**config.mk**
```make
export PLATFORM = sky130hd
export DESIGN_NAME = mag_comp_seq
export DESIGN_NICKNAME = d
export VERILOG_FILES = /design/src/rtl/mag_comp_pkg.sv /design/src/rtl/mag_comp_seq_chunk_cmp.sv /design/src/rtl/mag_comp_seq.sv
export SDC_FILE = /design/constraint.sdc
export NUM_CORES = 1
export LEC_CHECK = 0
export ABC_AREA = 0
export CORE_MARGIN = 2
export CORE_UTILIZATION = 40
export CTS_CLUSTER_DIAMETER = 120
export DETAILED_ROUTE_END_ITERATION = 12
export GPL_TIMING_DRIVEN = 0
export MAX_ROUTING_LAYER = met4
export PLACE_DENSITY = 0.7
export SKIP_LAST_GASP = 1
export SLEW_MARGIN = 30
export SYNTH_ARGS = -nofsm -noshare
export SYNTH_HDL_FRONTEND = slang
export SYNTH_SLANG_ARGS = --single-unit
export TNS_END_PERCENT = 20
```
**constraint.sdc**
```tcl
create_clock -name clk -period 2.15 [get_ports clk]
set_clock_uncertainty 0.2 [all_clocks]
set_input_delay 0.43 -clock clk [delete_from_list [all_inputs] [get_ports clk]]
set_output_delay 0.43 -clock clk [all_outputs]
set_load 0.005 [all_outputs]
```
**src/rtl/mag_comp_pkg.sv**
```systemverilog
// Shared types for the sequential magnitude comparator: FSM state encoding and
// the {G,L,E} result words written by mag_comp_seq.
package mag_comp_pkg;

    typedef enum logic {
        IDLE = 1'b0,
        CMP  = 1'b1
    } state_t;

    // Result words are packed as {G, L, E}.
    localparam logic [2:0] RES_NONE = 3'b000;
    localparam logic [2:0] RES_GT   = 3'b100;
    localparam logic [2:0] RES_LT   = 3'b010;
    localparam logic [2:0] RES_EQ   = 3'b001;

endpackage

```
**src/rtl/mag_comp_seq_chunk_cmp.sv**
```systemverilog
// Combinational unsigned compare of one CHUNK-bit slice of each operand.
module chunk_cmp #(
    parameter int CHUNK = 2
) (
    input  logic [CHUNK-1:0] a,
    input  logic [CHUNK-1:0] b,
    output logic             gt,
    output logic             lt
);

    assign gt = (a > b);
    assign lt = (a < b);

endmodule

```
**src/rtl/mag_comp_seq.sv**
```systemverilog
// Sequential magnitude comparator: walks the latched operands MSB chunk first and
// stops at the first differing chunk. Signed mode is built in with `define COMP_SIGNED_EN.
module mag_comp_seq
    import mag_comp_pkg::*;
#(
    parameter int WIDTH = 8,
    parameter int CHUNK = 2
) (
    input  logic             clk,
    input  logic             rst,
    input  logic             start,
`ifdef COMP_SIGNED_EN
    input  logic             sgn,
`endif
    input  logic [WIDTH-1:0] a,
    input  logic [WIDTH-1:0] b,
    output logic             busy,
    output logic             done,
    output logic             G,
    output logic             L,
    output logic             E,
    output logic             dbg_state
);

    localparam int NCH = WIDTH / CHUNK;
    localparam int IW  = (NCH > 1) ? $clog2(NCH) : 1;
    localparam logic [IW-1:0] IDX_TOP = IW'(NCH - 1);

    // Handshake: start is a request taken only while busy is low (FSM in IDLE);
    // the edge that takes it latches a/b and raises busy. busy drops on the
    // result edge, when done pulses for exactly one cycle with G/L/E updated.
    state_t           state, state_n;
    logic [IW-1:0]    idx, idx_n;
    logic [WIDTH-1:0] a_q, b_q;
    logic [2:0]       res, res_n;
    logic             done_n;
    logic             load;
    logic [CHUNK-1:0] ca, cb;
    logic             c_gt, c_lt;
`ifdef COMP_SIGNED_EN
    logic             sgn_q;
`endif

    always_comb begin
        ca = a_q[idx*CHUNK +: CHUNK];
        cb = b_q[idx*CHUNK +: CHUNK];
`ifdef COMP_SIGNED_EN
        // Flipping only the sign bit maps two's complement onto unsigned order.
        if (sgn_q && (idx == IDX_TOP)) begin
            ca[CHUNK-1] = ~ca[CHUNK-1];
            cb[CHUNK-1] = ~cb[CHUNK-1];
        end
`endif
    end

    chunk_cmp #(.CHUNK(CHUNK)) u_chunk_cmp (
        .a  (ca),
        .b  (cb),
        .gt (c_gt),
        .lt (c_lt)
    );

    always_comb begin
        state_n = state;
        idx_n   = idx;
        res_n   = res;
        done_n  = 1'b0;
        load    = 1'b0;
        case (state)
            IDLE: begin
                if (start) begin
                    load    = 1'b1;
                    idx_n   = IDX_TOP;
                    state_n = CMP;
                end
            end
            CMP: begin
                if (c_gt) begin
                    res_n   = RES_GT;
                    done_n  = 1'b1;
                    state_n = IDLE;
                end else if (c_lt) begin
                    res_n   = RES_LT;
                    done_n  = 1'b1;
                    state_n = IDLE;
                end else if (idx == '0) begin
                    res_n   = RES_EQ;
                    done_n  = 1'b1;
                    state_n = IDLE;
                end else begin
                    idx_n = idx - 1'b1;
                end
            end
            default: state_n = IDLE;
        endcase
    end

    always_ff @(posedge clk) begin
        if (rst) begin
            state <= IDLE;
            idx   <= '0;
            res   <= RES_NONE;
            done  <= 1'b0;
        end else begin
            state <= state_n;
            idx   <= idx_n;
            res   <= res_n;
            done  <= done_n;
        end
    end

    // Operand registers need no reset: they are only read after a load.
    always_ff @(posedge clk) begin
        if (!rst && load) begin
            a_q <= a;
            b_q <= b;
`ifdef COMP_SIGNED_EN
            sgn_q <= sgn;
`endif
        end
    end

    assign busy      = (state == CMP);
    assign dbg_state = (state == CMP);
    assign G         = res[2];
    assign L         = res[1];
    assign E         = res[0];

endmodule

```
Word level (Yosys, flattened, before mapping)
Cells that the tools add are included.

Equal/unequal tests: 4. Reduce and logical (&&, ||, !) cells: 7. Bitwise operators: 1. Shift-type cells: 2. Muxes and demuxes: 17. Magnitude comparators: 2. Add/subtract/negate cells: 1.

Operator list (number): 8-bit by 4-bit variable part select with 2-bit output (2); 3-bit 2-to-1 mux (3); 1-bit 2-to-1 mux (8); 2-bit 2-to-1 mux (4); 2-bit != test, second input constant (4); 2-bit case mux with 2 select lines (1); 4-bit AND reduction (1); 3-bit nonzero test (1); 2-bit greater-than comparator (1); 2-bit zero test (1); 2-bit < comparator (1); 1-bit case mux with 2 select lines (1); 2-bit AND reduction (1); 2-bit OR reduction (1); 2-bit by 1-bit subtractor with 2-bit output, second input constant (1); 1-bit logical AND (1); 1-bit zero test (1); 1-bit NOT (1).

Output and inout bits: 6. Input port bits: 19. Flip-flop bits (word level): 23. Logic and storage cells: 40.

Longest topological paths before layout
Depth in word-level cells: 5. Depth in mapped cells: 7. Mapped depth without buffers: 6.

Hierarchy
A second synthesis with hierarchy kept.

Cells, all modules: 62. Area, all modules: 965.9 sq um.

By module, submodules not included: mag_comp_seq (cells each 55, times used 1, area each 900.9 sq um, seq. area each 620.6 sq um); chunk_cmp (cells each 7, times used 1, area each 65.1 sq um, seq. area each 0.0 sq um).

Worst setup path before layout
Ideal clock, no wire load.

Path kind: register to register. From: register idx[0]. To: register res[2]. Clock period less this slack: 2.206 ns. Stages on the path, launching flop included: 7. Arrival time: 1.884 ns. Buffers on the path: 1. Required time: 1.828 ns. Setup slack: -0.056 ns. Cells stage by stage: dfxtp_1 > buf_6 > mux4_2 > ha_1 > nor2b_1 > o2111a_1 > a311o_1.

Cells in the longest elaborated chain, start to end: 4. Elaborated cells on any way between the ends: 9. Those cells by class: order compare (2); shift (2); mux (2); reduce/logical (3).

Ends and longest elaborated chain: start, declared (line mag_comp_seq.sv:33) `logic [IW-1:0] idx, idx_n;`; start signal, assigned (line mag_comp_seq.sv:106) `idx <= idx_n;`; 8-bit by 4-bit variable part select with 2-bit output, on equally long branches (line mag_comp_seq.sv:45, mag_comp_seq.sv:46); 2-bit greater-than comparator or 2-bit < comparator (tied branches) (line mag_comp_seq_chunk_cmp.sv:11, mag_comp_seq_chunk_cmp.sv:12); 3-bit nonzero test (no source line) or 3-bit 2-to-1 mux (tied branches); 2-bit AND reduction (no source line) or 3-bit 2-to-1 mux (tied branches); end signal, assigned (line mag_comp_seq.sv:107) `res <= res_n;`; end, declared (line mag_comp_seq.sv:35) `logic [2:0] res, res_n;`.

Parallel ways exist; a longest one is shown, timed or not. A chain may end at the register's enable or synchronous reset.

Final worst setup path
Ends and elaborated chain as after synthesis.

==> results by stage <==
Routing:
- The detail route stage leaves a number of antenna-violating nets equal to 0.
- The first routing iteration left 10 violations.
- The highest metal layer carrying signal wires in the routed design is met4.
- The first detailed-routing pass ran for 3 iterations.
- The total via count after detailed routing is 588.
- The final routed wirelength across all metal layers is 1.46 mm.
- The length of routed met2 wiring is 721 um.
- The average routed wire per standard cell is 12.3 um.
- The final routed DRC violation total is 0.
- The wire length the detailed router placed on met1 is 639 um.
- The wire length on met3 is 79 um.
- After detailed routing, the number of vias per cell comes to 4.98.

Pwr:
- The share of total power in the clock network is 0.210.
- The power share of the sequential group is 0.583.
- Of the total power, the share spent switching nets is 0.224.
- The maximum vdd drop is 0.484 mV.
- The net switching power is 0.197 mW.
- The power per unit of standard cell area is 683 nW/um^2.
- Internal power comes to 0.684 mW.
- The analysis attributes to cell leakage a power of 0.453 nW.
- Of the total power, combinational logic draws 0.207.

Global route:
- The first global-routing pass estimated 2.61 mm of wire.
- The overall global routing resource usage is 0.138.
- The number of global-route vias before repair is 629.
- Entering global routing, the biggest net connects 17 pins.
- After global routing the overflow that remains totals 0.
- The number of antenna violations at the first check in global routing was 0.

Synthesis:
- The sequential cell area fraction in the yosys report is 0.650.
- By area the synthesized netlist is led by sky130_fd_sc_hd__edfxtp_1 (50%), sky130_fd_sc_hd__dfxtp_1 (15%), sky130_fd_sc_hd__mux4_2 (9.4%).
- The share of synthesized area in the top cell type comes to 0.503.
- The cell type with the highest aggregate area in the netlist is sky130_fd_sc_hd__edfxtp_1.
- The number of distinct library cells after synthesis is 23.
- The gate count of the mapped netlist is 61.
- A synthesized cell averages 15.7 um^2.
- The area of the mapped netlist is 955 um^2.
- After synthesis the netlist holds a flip-flop and latch count of 23.
- The total nets after synthesis is 83.
- The number of warning messages in the yosys log is 0.

Floorplanning:
- The effective utilization at floorplan is 0.427.
- The total area inside the core boundary comes to 2230 um^2.
- The die is 52.9 um wide.
- The die height is 52.9 um.
- The floorplan step defined a die boundary enclosing 2790 um^2.
- In this run the core area contains 17 standard-cell rows.
- The total I/O pin count is 25.

Clocking:
- In this run, CTS created clock tree buffers numbering 3.
- Clock latency on the worst-skew pair, taken at its later pin, is 0.30 ns.
- In this run the number of H-tree levels came out at 1.
- The clock tree from TritonCTS is yes.
- The clock passes through at most 2 buffers.
- Clock-pin slew was measured on the worst setup and hold paths at 0.12 ns.
- The buffer cell driving the clock tree root is sky130_fd_sc_hd__clkbuf_4.
- The clock net in this run drives a total of 23 sinks.

Timing:
- Based on the critical path, the design can be clocked at up to 462 MHz.
- Setup slack on the critical path of the routed design comes to -0.0125 ns.
- The worst pin sits at a relative slew slack of 0.553.
- Setup repair after global routing could not meet its margin everywhere.
- The final setup violation count is 1.
- The number of slew-limit violations in the final report came to 0.
- In the finished design, the share of the clock period the worst path needs comes to 1.01.
- The post-layout minimum cycle time is 2.16 ns.
- The hold violation count in the final report was 0.
- The actual slew at the worst max-slew pin is 0.670 ns.

Worst setup path:
- On the critical path the largest part of the delay comes from multiplexers.
- The number of cells on the critical path is 7.
- The signal arrival time at the worst endpoint is 2.16 ns.
- The critical path class is reg -> reg.
- In this run the register-to-register setup slack is -0.01 ns.
- The largest single stage delay on the critical path is 0.50 ns.
- At the worst endpoint, the required time is 2.15 ns.
- The startpoint identified for the worst register-to-register timing path is idx[0].
- The termination of the worst setup path is res[2].
- The critical-path cell with the highest stage delay is sky130_fd_sc_hd__mux4_2.
- The worst register-to-register path has a depth of 7.
- The worst reg2reg path endpoint is res[2].
- Counting both buffers and inverters, the worst setup path holds a total of 2.
- The top fanout value on the critical path is 5.
- The endpoint type of the worst setup path is a flip-flop.
- The critical path goes through buf_6 > mux4_2 > inv_2 > ha_4 > nor2b_4 > o2111a_1 > a311o_1.
- The kind of launch point of the worst setup path is a flip-flop.
- In this run the worst setup path begins at idx[0].

Finish:
- The final non-filler cell area is 1290 um^2.
- The net count of the finished layout is 113.
- The total inserted antenna cells is 0.
- In the final layout, the share of cells above drive strength 1 is 0.200.
- The number of cells in the finished layout apart from fillers is 118.
- The utilization after layout is 0.578.
- The number of fill cells is 189.
- The area added between synthesis and finish is 35.1%.

Place:
- In this run the cell area measured after placement is 1250 um^2.
- At the end of routability-driven placement, the weighted congestion stood at 0.762.
- Once detailed placement completed, the half-perimeter wirelength came to 1.13 mm.
- The number of placed instances with taps included is 113.
- Port buffering added 24 buffers.

Run status:
- The flow ran to the end, but the final reports show violations.
- The final reports fail on negative setup slack.

Flow run:
- The count of max-cap constraint violations is 0.

Hold path:
- The min-delay analysis places its worst path in the category reg -> reg.
-- power groups by stage --
stage	clock, mW	combinational, mW	sequential [mW]
CTS	0.196	0.181	0.515
global route	0.227	0.203	0.517
global placement	0	0.173	0.524
finish	0.185	0.182	0.514
floorplan	0	0.107	0.522
detailed placement	0	0.177	0.525
-- routing by layer --
metal	vias up	track usage
li1	290	-
met1	275	0.151
met2	21	0.238
met3	2	0.0339
met4	0	0.0641
met5	-	-
-- worst min path at each step --
stage           start  endpoint  cells after the start
2_1_floorplan  idx[1]    idx[1]                      2
3_3_place_gp   res[2]    res[2]                      1
3_5_place_dp   res[0]    res[0]                      2
4_1_cts        res[0]    res[0]                      2
5_1_grt        res[0]    res[0]                      2
6_report       res[0]    res[0]                      2
-- registers in the layout, summed over array words and instances (netlist names) --
signal  cells
busy        1
idx         2
done        1
a_q         8
b_q         8
res         3
-- tightest hold or removal path: stages, from the launching register on --
cell,delay (ns)
sky130_fd_sc_hd__dfxtp_1,0.33
sky130_fd_sc_hd__a21oi_1,0.11
sky130_fd_sc_hd__nor3b_1,0.05
-- logic make-up after synthesis --
logic type,count (synthesis),synth area share
flops,23,0.650
simple gates,13,0.0931
compound gates,11,0.0839
buf+inv,7,0.0393
mux,4,0.0944
fa+ha+maj,3,0.0393
-- cell usage after synthesis --
| cell | number |
|---|---|
| sky130_fd_sc_hd__a21oi_1 | 4 |
| sky130_fd_sc_hd__a311o_1 | 1 |
| sky130_fd_sc_hd__a31o_1 | 2 |
| sky130_fd_sc_hd__and2_1 | 1 |
| sky130_fd_sc_hd__and4b_1 | 1 |
| sky130_fd_sc_hd__buf_4 | 1 |
| sky130_fd_sc_hd__buf_6 | 1 |
| sky130_fd_sc_hd__dfxtp_1 | 7 |
| sky130_fd_sc_hd__edfxtp_1 | 16 |
| sky130_fd_sc_hd__ha_1 | 3 |
| sky130_fd_sc_hd__inv_1 | 4 |
| sky130_fd_sc_hd__inv_2 | 1 |
| sky130_fd_sc_hd__mux4_2 | 4 |
| sky130_fd_sc_hd__nand2_1 | 1 |
| sky130_fd_sc_hd__nand2b_1 | 1 |
| sky130_fd_sc_hd__nor2_1 | 1 |
| sky130_fd_sc_hd__nor2b_1 | 3 |
| sky130_fd_sc_hd__nor3_2 | 1 |
| sky130_fd_sc_hd__nor3b_1 | 4 |
| sky130_fd_sc_hd__o2111a_1 | 1 |
| sky130_fd_sc_hd__o21ai_0 | 1 |
| sky130_fd_sc_hd__o21ai_1 | 1 |
| sky130_fd_sc_hd__o221a_1 | 1 |
-- metrics by stage --
| stage | setup TNS [ns] | hold slack (ns) | worst slack, ns | power [mW] |
|---|---|---|---|---|
| after global placement | -2.18 | 0.299 | -0.133 | 0.697 |
| final | -0.0125 | 0.332 | -0.0125 | 0.881 |
| after global routing | -0.464 | 0.338 | -0.122 | 0.947 |
| after CTS | -0.0401 | 0.328 | -0.0401 | 0.891 |
| after floorplan | 0 | 0.301 | 0.00722 | 0.628 |
| after detailed placement | -2.27 | 0.312 | -0.138 | 0.702 |
-- cell usage in the layout (no fill, tap or decap), types with 2 or more instances in the layout --
cell type and count:
sky130_fd_sc_hd__clkdlybuf4s50_1 24, sky130_fd_sc_hd__edfxtp_1 16, sky130_fd_sc_hd__dfxtp_1 6, sky130_fd_sc_hd__mux4_2 4, sky130_fd_sc_hd__a21oi_1 4, sky130_fd_sc_hd__nor3b_1 4
sky130_fd_sc_hd__inv_1 3, sky130_fd_sc_hd__clkbuf_4 3, sky130_fd_sc_hd__inv_2 2, sky130_fd_sc_hd__a31o_1 2, sky130_fd_sc_hd__buf_4 2
-- final cells by class --
class,instances,area (um^2),area share
buffer,2,18.8,0.0145
inverter,5,18.8,0.0145
sequential,23,622,0.482
timing repair buffer,25,248,0.192
multi-input combinational,31,322,0.249
clock buffer,4,26.3,0.0204
tap,28,35.0,0.0272
-- what timing repair did --
action,in CTS,in global routing
hold buffers,0,0
gates resized for setup,2,0
setup buffers,0,1
endpoints found under the hold margin,0,0
pin swaps,1,0
endpoints found under the setup margin,1,6
(Power assumes the default switching activity.)
